`src/rtl/output_port_credit_ctrl.sv`:
```
// Router output link register with per-VC downstream credit counters.
// Define OUTPORT_CREDIT_CHECK_EN to add the sticky credit_err_o protocol checker.
module output_port_credit_ctrl #(
    parameter type         flit_payload_t  = logic [256-1:0],
    parameter type         io_port_t       = logic [2:0],
    parameter int unsigned VC_NUM          = 1,
    parameter int unsigned VC_DEPTH        = 1,
    parameter int unsigned VC_NUM_IDX_W    = VC_NUM > 1 ? $clog2(VC_NUM) : 1,
    parameter int unsigned VC_ID_NUM_MAX_W = VC_NUM_IDX_W,
    parameter int unsigned CRD_CNT_W       = $clog2(VC_DEPTH + 1),
    parameter int unsigned OUTPUT_PORT_NO  = 0
) (
    input  logic                                 clk,
    input  logic                                 rstn,
    input  logic                                 st_flit_v_i,
    input  flit_payload_t                        st_flit_i,
    input  logic [VC_NUM_IDX_W-1:0]              st_flit_vc_id_i,
    input  io_port_t                             st_flit_look_ahead_routing_i,
    output logic                                 tx_flit_pend_o,
    output logic                                 tx_flit_v_o,
    output flit_payload_t                        tx_flit_o,
    output logic [VC_NUM_IDX_W-1:0]              tx_flit_vc_id_o,
    output io_port_t                             tx_flit_look_ahead_routing_o,
    input  logic                                 tx_lcrd_v_i,
    input  logic [VC_ID_NUM_MAX_W-1:0]           tx_lcrd_id_i,
    output logic [VC_NUM-1:0]                    vc_credit_avail_o,
    output logic [VC_NUM-1:0][CRD_CNT_W-1:0]     vc_credit_cnt_o,
`ifdef OUTPORT_CREDIT_CHECK_EN
    output logic                                 credit_err_o,
`endif
    output logic                                 vc_all_free_o
);

    localparam logic [CRD_CNT_W-1:0] FULL = CRD_CNT_W'(VC_DEPTH);
    localparam logic [CRD_CNT_W-1:0] ONE  = CRD_CNT_W'(1);

    logic [VC_NUM-1:0][CRD_CNT_W-1:0] cnt_q, cnt_d;
    logic [VC_NUM-1:0]                send, ret;

    logic                    tx_v_q;
    flit_payload_t           tx_flit_q;
    logic [VC_NUM_IDX_W-1:0] tx_vc_q;
    io_port_t                tx_route_q;

    // Send and return on the same VC cancel; otherwise the counter saturates.
    always_comb begin
        cnt_d = cnt_q;
        send  = '0;
        ret   = '0;
        for (int v = 0; v < VC_NUM; v++) begin
            send[v] = st_flit_v_i && (int'(st_flit_vc_id_i) == v);
            ret[v]  = tx_lcrd_v_i && (int'(tx_lcrd_id_i) == v);
            case ({send[v], ret[v]})
                2'b10: if (cnt_q[v] != '0) cnt_d[v] = cnt_q[v] - ONE;
                2'b01: if (cnt_q[v] != FULL) cnt_d[v] = cnt_q[v] + ONE;
                default: ;
            endcase
        end
    end

    always_ff @(posedge clk or negedge rstn) begin
        if (!rstn) begin
            cnt_q      <= {VC_NUM{FULL}};
            tx_v_q     <= 1'b0;
            tx_flit_q  <= '0;
            tx_vc_q    <= '0;
            tx_route_q <= '0;
        end else begin
            cnt_q  <= cnt_d;
            tx_v_q <= st_flit_v_i;
            if (st_flit_v_i) begin
                tx_flit_q  <= st_flit_i;
                tx_vc_q    <= st_flit_vc_id_i;
                tx_route_q <= st_flit_look_ahead_routing_i;
            end
        end
    end

    always_comb begin
        vc_all_free_o = 1'b1;
        for (int v = 0; v < VC_NUM; v++) begin
            vc_credit_avail_o[v] = (cnt_q[v] != '0);
            vc_all_free_o        = vc_all_free_o && (cnt_q[v] == FULL);
        end
    end

    assign vc_credit_cnt_o              = cnt_q;
    assign tx_flit_pend_o               = st_flit_v_i;
    assign tx_flit_v_o                  = tx_v_q;
    assign tx_flit_o                    = tx_flit_q;
    assign tx_flit_vc_id_o              = tx_vc_q;
    assign tx_flit_look_ahead_routing_o = tx_route_q;

`ifdef OUTPORT_CREDIT_CHECK_EN
    logic [VC_NUM-1:0] uflow, oflow;
    logic              rng_err;
    logic              err_q, err_d;

    always_comb begin
        uflow = '0;
        oflow = '0;
        for (int v = 0; v < VC_NUM; v++) begin
            uflow[v] = send[v] && !ret[v] && (cnt_q[v] == '0);
            oflow[v] = ret[v] && !send[v] && (cnt_q[v] == FULL);
        end
        rng_err = tx_lcrd_v_i && (int'(tx_lcrd_id_i) >= int'(VC_NUM));
        err_d   = err_q || (|uflow) || (|oflow) || rng_err;
    end

    always_ff @(posedge clk or negedge rstn) begin
        if (!rstn) err_q <= 1'b0;
        else       err_q <= err_d;
    end

`ifndef SYNTHESIS
    always_ff @(posedge clk) begin
        if (rstn) begin
            for (int v = 0; v < VC_NUM; v++) begin
                if (uflow[v])
                    $display("[outport %0d] t=%0t vc=%0d credit underflow",
                             OUTPUT_PORT_NO, $time, v);
                if (oflow[v])
                    $display("[outport %0d] t=%0t vc=%0d credit overflow",
                             OUTPUT_PORT_NO, $time, v);
            end
            if (rng_err)
                $display("[outport %0d] t=%0t vc=%0d credit id out of range",
                         OUTPUT_PORT_NO, $time, tx_lcrd_id_i);
        end
    end
`endif

    assign credit_err_o = err_q;
`endif

endmodule

```
`config.mk`:
```
export PLATFORM = sky130hd
export DESIGN_NAME = output_port_credit_ctrl
export DESIGN_NICKNAME = d
export VERILOG_FILES = /design/src/rtl/output_port_credit_ctrl.sv
export SDC_FILE = /design/constraint.sdc
export NUM_CORES = 1
export LEC_CHECK = 0
export ABC_AREA = 1
export ABC_CLOCK_PERIOD_IN_PS = 2000
export CAP_MARGIN = 30
export CORE_AREA = 5 5 205 207
export CTS_CLUSTER_DIAMETER = 200
export DETAILED_ROUTE_END_ITERATION = 12
export DIE_AREA = 0 0 210 212
export PLACE_DENSITY_LB_ADDON = 0.08
export RECOVER_POWER = 25
export SYNTH_ARGS = -nofsm -noshare
export SYNTH_HDL_FRONTEND = slang
export SYNTH_SLANG_ARGS = --single-unit
```
`constraint.sdc`:
```
create_clock -name clk -period 2 [get_ports clk]
set_input_delay 0.4 -clock clk [delete_from_list [all_inputs] [get_ports clk]]
set_output_delay 0.4 -clock clk [all_outputs]
set_load 0.02 [all_outputs]
```
==> results.txt, run 1 <==
Status - finished, violations left
Violated checks - capacitance limit, slew limit
Worst R2R Path Depth - 2
Top-Level Pins - 530
Buf+Inv Stages, Crit Path - 1
M1 WL - 15,200 um
WL/cell - 17.7 um
Worst Skew - 0 ns
Number of flops mapped to enable cells by yosys - 0
Port bufs - 529
Clk_lat worst skew - 0.56 ns
Area leader, netlist - dfrtp_1
Final Hold Viols - 0
Period utilization - 97.3%
Fin nets - 1,905
Non-Filler Cell Area, Final - 16,600 um2
# rows - 74
Tmin final - 1.95 ns
Num CTS Buffers - 31
Pwr per Cell Area - 844 nW/um2
Gpl congestion - 0.813
Worst IR drop on VDD - 0.595 mV
DR iter-0 viols - 417
Core footprint - 40,200 um2
Startpoint types - flip-flop
Number of global-route vias before repair - 9,172
Warnings, synthesis - 0
Mapped Cells - 1,112
Worst min path class - input pin to flip-flop
Fin. max-slew vios - 87
Setup TNS - 0 ns
Die height - 212 um
Vias - 8,870
FILL cells - 4,097
Async set-or-reset flop fraction in the synthesized netlist - 100%
CTS Root Cell - clkbuf_16
Max Used Layer - met5
Origin of the worst min-delay path - st_flit_v_i
Critical R2R Capture - vc_all_free_o
Final setup fails - 0
Post-synth design cell area - 9980 um2
WS Path Type - flip-flop to output pin
Commonest cells in the netlist - nand2_1, dfrtp_1, buf_2
Slew Limit Headroom - -10.4%
RSZ-0062 raised after global routing - no
DRT antenna net count - 0
Slowest cell on crit path - clkdlybuf4s50_1
Clock sink count - 262
# Post-CTS Setup Buffers - 0
Drt total wl - 38,800 um
# DRC - 0
Layout cells sized above 1 - 3.87%
Starting density of the core - 24.8%
H-tree Lvls - 1
Hold Path Sink - tx_flit_o[13]
Worst slew pin tran - 1.66 ns
CTS tree - done
Worst endpoint required time - 1.60 ns
R2R Setup Slk - 1.23 ns
Die Width - 210 um
MaxCap Viol Count - 1
First-pass GRT wire length - 57,400 um
Most frequent cell after synthesis - nand2_1
Met2 WL - 19,200 um
Dpl cell area - 15,800 um2
Die area - 44,500 um2
Syn Nets - 1,378
Synthesis-to-finish area growth - 66.8%
Cell family with most CP delay - buffers and inverters
Seq. cell area - 6560 um2
Met3 routed WL - 3480 um
Worst-path fanout max - 2
Global routing usage summed across all routing layers - 16.5%
Worst-path cell chain - clkdlybuf4s50_1
Max Fclk - 514 MHz
Max stage delay on crit path - 0.61 ns
Post-synth top area share - 65.4%
Routed vias/inst - 4.05
Initial antenna violation count - 5
Pin count of the biggest net entering global routing - 122
Critical Path AT - 1.55 ns
CP endpoint kind - output pin
Register area share after synthesis - 65.7%
Multi-input logic area - 2960 um2
Pre-Repair DR Iteration Count - 4
FF-to-FF Start - vc_all_free_o
Yosys reg bits - 262
Grt ovf - 0
Leading register cell type out of synthesis - dfrtp_1
Hold Path Stages - 3
Post-synth cell types - 11
Pleak - 0.00873 uW
Hold slack final - 0.126 ns
Reg clk slew, reported paths - 0.06 ns
Largest cells by area after synthesis - dfrtp_1, nand2_1, buf_6, buf_2, buf_4
DP HPWL - 28,700 um
Clk buf depth - 3
Syn Area/Cell - 8.97 um2
==> worst min-delay path, stage by stage <==
cell and delay, ns:
clkbuf_8 0.15, nand2_1 0.05, nand2_1 0.05
==> layout make-up <==
class	instances	share of cell area [%]
diodes	3	0.0451
multi-input cells	786	17.8
inverters	4	0.113
repair buffers	554	33.3
clock buffers	44	5.19
well taps	532	4.00
clock inverters	4	0.143
flip-flops and latches	262	39.4
==> metrics by stage <==
step                util (%)  std cells  setup slack [ns]  power, uW
detailed placement      39.3       2137             0.369       9210
CTS                     41.4       2186         0.0000161      14400
global route            41.4       2188         0.0000291      14800
finish                  41.4       2189            0.0544      14000
floorplan                  -       1112             0.750       7300
global placement        39.3       2137             0.361       9200
==> what timing repair did <==
item,4_1_cts,5_1_grt
endpoints found under the hold margin,33,0
hold buffers,1,0
pin swaps,0,0
setup endpoints to repair,55,47
resized for setup,55,47
==> power by group <==
group / switching, uW / internal, uW / total (uW)
Sequential: 244 / 5780 / 6020
Clock: 2150 / 2950 / 5090
Combinational: 1530 / 1400 / 2930
==> cells by family after synthesis <==
logic type	synth area share [%]
AND/OR/NAND/NOR	29.5
buffers and inverters	4.64
adder cells (fa/ha/maj)	0.125
flip-flops	65.7
==> sequential cells by signal, indices dropped and copies added (netlist names) <==
signal                        flops
tx_flit_v_o                       1
vc_all_free_o                     1
tx_flit_o                       256
tx_flit_vc_id_o                   1
tx_flit_look_ahead_routing_o      3
==> per-layer routing <==
| metal | vias up | track usage (%) |
|---|---|---|
| met3 | 48 | 6.08 |
| li1 | 4380 | - |
| met2 | 305 | 28.1 |
| met4 | 4 | 4.64 |
| met1 | 4133 | 19.9 |
| met5 | - | 0 |
==> worst max-delay path by stage <==
stage	start	to	slack (ns)	cells after the start
after floorplan	st_flit_v_i	vc_all_free_o	0.75	7
final	tx_flit_o[75]	tx_flit_o[75]	0.05	1
after global placement	tx_lcrd_v_i	vc_all_free_o	0.36	7
after detailed placement	vc_all_free_o	vc_all_free_o	0.37	1
after global routing	tx_flit_o[205]	tx_flit_o[205]	0.00003	1
after CTS	tx_flit_o[10]	tx_flit_o[10]	0.00002	1
==> cell usage in the layout (no fill, tap or decap), drive strengths merged <==
master | Yosys | final
clkinvlp | 0 | 1
dlygate4sd2 | 0 | 55
buf | 54 | 16
nor2 | 1 | 1
dfrtp | 261 | 261
clkbuf | 6 | 54
inv | 4 | 3
clkinv | 0 | 4
dlygate4sd3 | 0 | 1
clkdlybuf4s50 | 0 | 425
nand2 | 784 | 784
ha | 1 | 1
diode | 0 | 3
dfstp | 1 | 1
dlymetal6s2s | 0 | 47
Note: power is estimated with default switching activity, not from simulation.
==> run 2: changes to the inputs <==
--- a/config.mk
+++ b/config.mk
@@ -8,10 +8,12 @@
 export ABC_AREA = 1
 export ABC_CLOCK_PERIOD_IN_PS = 2000
 export CAP_MARGIN = 30
-export CORE_AREA = 5 5 205 207
+export CELL_PAD_IN_SITES_DETAIL_PLACEMENT = 1
+export CELL_PAD_IN_SITES_GLOBAL_PLACEMENT = 1
+export CORE_AREA = 5 5 206 208
 export CTS_CLUSTER_DIAMETER = 200
 export DETAILED_ROUTE_END_ITERATION = 12
-export DIE_AREA = 0 0 210 212
+export DIE_AREA = 0 0 211 213
 export PLACE_DENSITY_LB_ADDON = 0.08
 export RECOVER_POWER = 25
 export SYNTH_ARGS = -nofsm -noshare
==> run 2 against run 1 <==
Net effect: the run now ends clean; cell count is 0.46% higher; sequential share of layout area decreased by 0.51 points; sequential power about the same; clock skew did not move; combinational power is 4% higher; clock power up 17%; global-route usage is 1.6 points higher; non-clock buffer count fell by 2; register-to-register slack better by 0.06 ns; maximum frequency decreased by 0.31%; core utilization increased by 0.36 points; wire length rose by 9.0%.
==> results.txt, run 2 (synthesis results as in run 1) <==
Slew Limit Headroom - 33.3%
Fin nets - 1,907
WS Path Type - flip-flop to output pin
Initial antenna violation count - 10
DRT antenna net count - 0
Commonest non-fill, non-tap cell in the layout - nand2_1
Period utilization - 97.6%
Tmin final - 1.95 ns
CTS Root Cell - clkbuf_16
Clk_lat worst skew - 0.52 ns
Core footprint - 40,400 um2
Worst-path cell chain - clkdlybuf4s50_1
Pleak - 0.00833 uW
Final setup fails - 0
Die Width - 211 um
RSZ-0062 raised after global routing - no
Core Util, Final - 41.8%
Startpoint types - flip-flop
# DRC - 0
Vias - 9,189
Port bufs - 529
Reg clk slew, reported paths - 0.06 ns
Max Fclk - 512 MHz
Worst min path class - input pin to asynchronous set/reset pin
Dpl cell area - 15,800 um2
# rows - 74
Critical Path Source - tx_flit_o[10]
Pin count of the biggest net entering global routing - 99
Worst Skew - 0 ns
FILL cells - 4,665
Max stage delay on crit path - 0.69 ns
FF-to-FF Start - vc_all_free_o
Clock sink count - 262
Largest register FFs - 256
Clk buf depth - 3
Buf+Inv Stages, Crit Path - 1
DR iter-0 viols - 345
Critical Path AT - 1.55 ns
Pwr per Cell Area - 891 nW/um2
Layout cells sized above 1 - 4.27%
H-tree Lvls - 2
Pre-CTS setup slack - 0.443 ns
WL/cell - 19.2 um
Fin. max-slew vios - 0
Number of global-route vias before repair - 9,808
CP endpoint kind - output pin
Synthesis-to-finish area growth - 69.0%
Grt ovf - 0
Most frequent cells in the layout - nand2_1, clkdlybuf4s50_1, dfrtp_1
Cell family with most CP delay - buffers and inverters
Top-Level Pins - 530
Pre-Repair DR Iteration Count - 4
Worst IR drop on VDD - 0.619 mV
Worst endpoint required time - 1.60 ns
Worst slew pin tran - 1.00 ns
DP HPWL - 31,600 um
Non-Filler Cell Area, Final - 16,900 um2
Status - complete, no violations
CTS tree - done
Starting density of the core - 24.7%
Slowest cell on crit path - clkdlybuf4s50_1
Worst-path fanout max - 2
Slack of the critical path - 0.0485 ns
Gpl congestion - 0.796
Die height - 213 um
MaxCap Viol Count - 0
Multi-input logic area - 2960 um2
Die area - 44,900 um2
Final Hold Viols - 0
Drt total wl - 42,300 um
Total power - 15,000 uW
Num CTS Buffers - 35
First-pass GRT wire length - 62,400 um
Seq. cell area - 6560 um2
Global routing usage summed across all routing layers - 18.2%
Routed vias/inst - 4.18
Setup TNS - 0 ns
run 2: per-stage QoR:
step,hold WS (ns),std cells
after floorplan,0.104,1112
after global placement,0.359,2135
after detailed placement,0.355,2135
after CTS,0.344,2193
after global routing,0.387,2198
final,0.355,2199
run 2: what timing repair did:
action,in CTS,in global routing
setup buffers,0,0
hold buffers,1,0
hold endpoints to repair,32,0
resized for setup,6,10
endpoints found under the setup margin,6,10
gates cloned,0,0
run 2: area by class of cell:
class	count	area share, %
Multi-Input combinational cell	786	17.5
Timing Repair Buffer	552	33.0
Tap cell	532	3.95
Clock inverter	3	0.111
Antenna cell	6	0.0890
Sequential cell	262	38.9
Inverter	4	0.134
Clock buffer	54	6.28
run 2: where the power goes:
group          leakage (uW)  switching [uW]  internal, uW
Combinational       0.00461            1570          1480
Sequential          0.00319             254          5780
Clock              0.000530            2340          3620
run 2: routing by layer:
metal  vias to the layer above  part of all wire [%]  GRT usage, %
li1                       4384                     -             -
met1                      4391                    39          21.4
met2                       339                    48          29.6
met3                        67                    10          8.27
met4                         8                   2.9          6.35
met5                         -                 0.099             0
run 2: worst paths after layout:
check | end | slack [ns] | cells after the start
worst max-delay path | tx_flit_o[10] | 0.05 | 1
worst min-delay path | tx_flit_o[123] | 0.36 | 2
worst max register to register | vc_all_free_o | 1.29 | 2
worst min register to register | tx_flit_o[146] | 0.47 | 2
max in group asynchronous | tx_flit_o[208] | 0.95 | 3
min in group clk | tx_flit_o[243] | 0.39 | 4
==> run 3: changes to the inputs <==
--- a/config.mk
+++ b/config.mk
@@ -16,6 +16,7 @@
 export DIE_AREA = 0 0 211 213
 export PLACE_DENSITY_LB_ADDON = 0.08
 export RECOVER_POWER = 25
+export SLEW_MARGIN = 20
 export SYNTH_ARGS = -nofsm -noshare
 export SYNTH_HDL_FRONTEND = slang
 export SYNTH_SLANG_ARGS = --single-unit
==> results of run 3 <==
Final layout, timing and power as in run 2 (identical DEF).
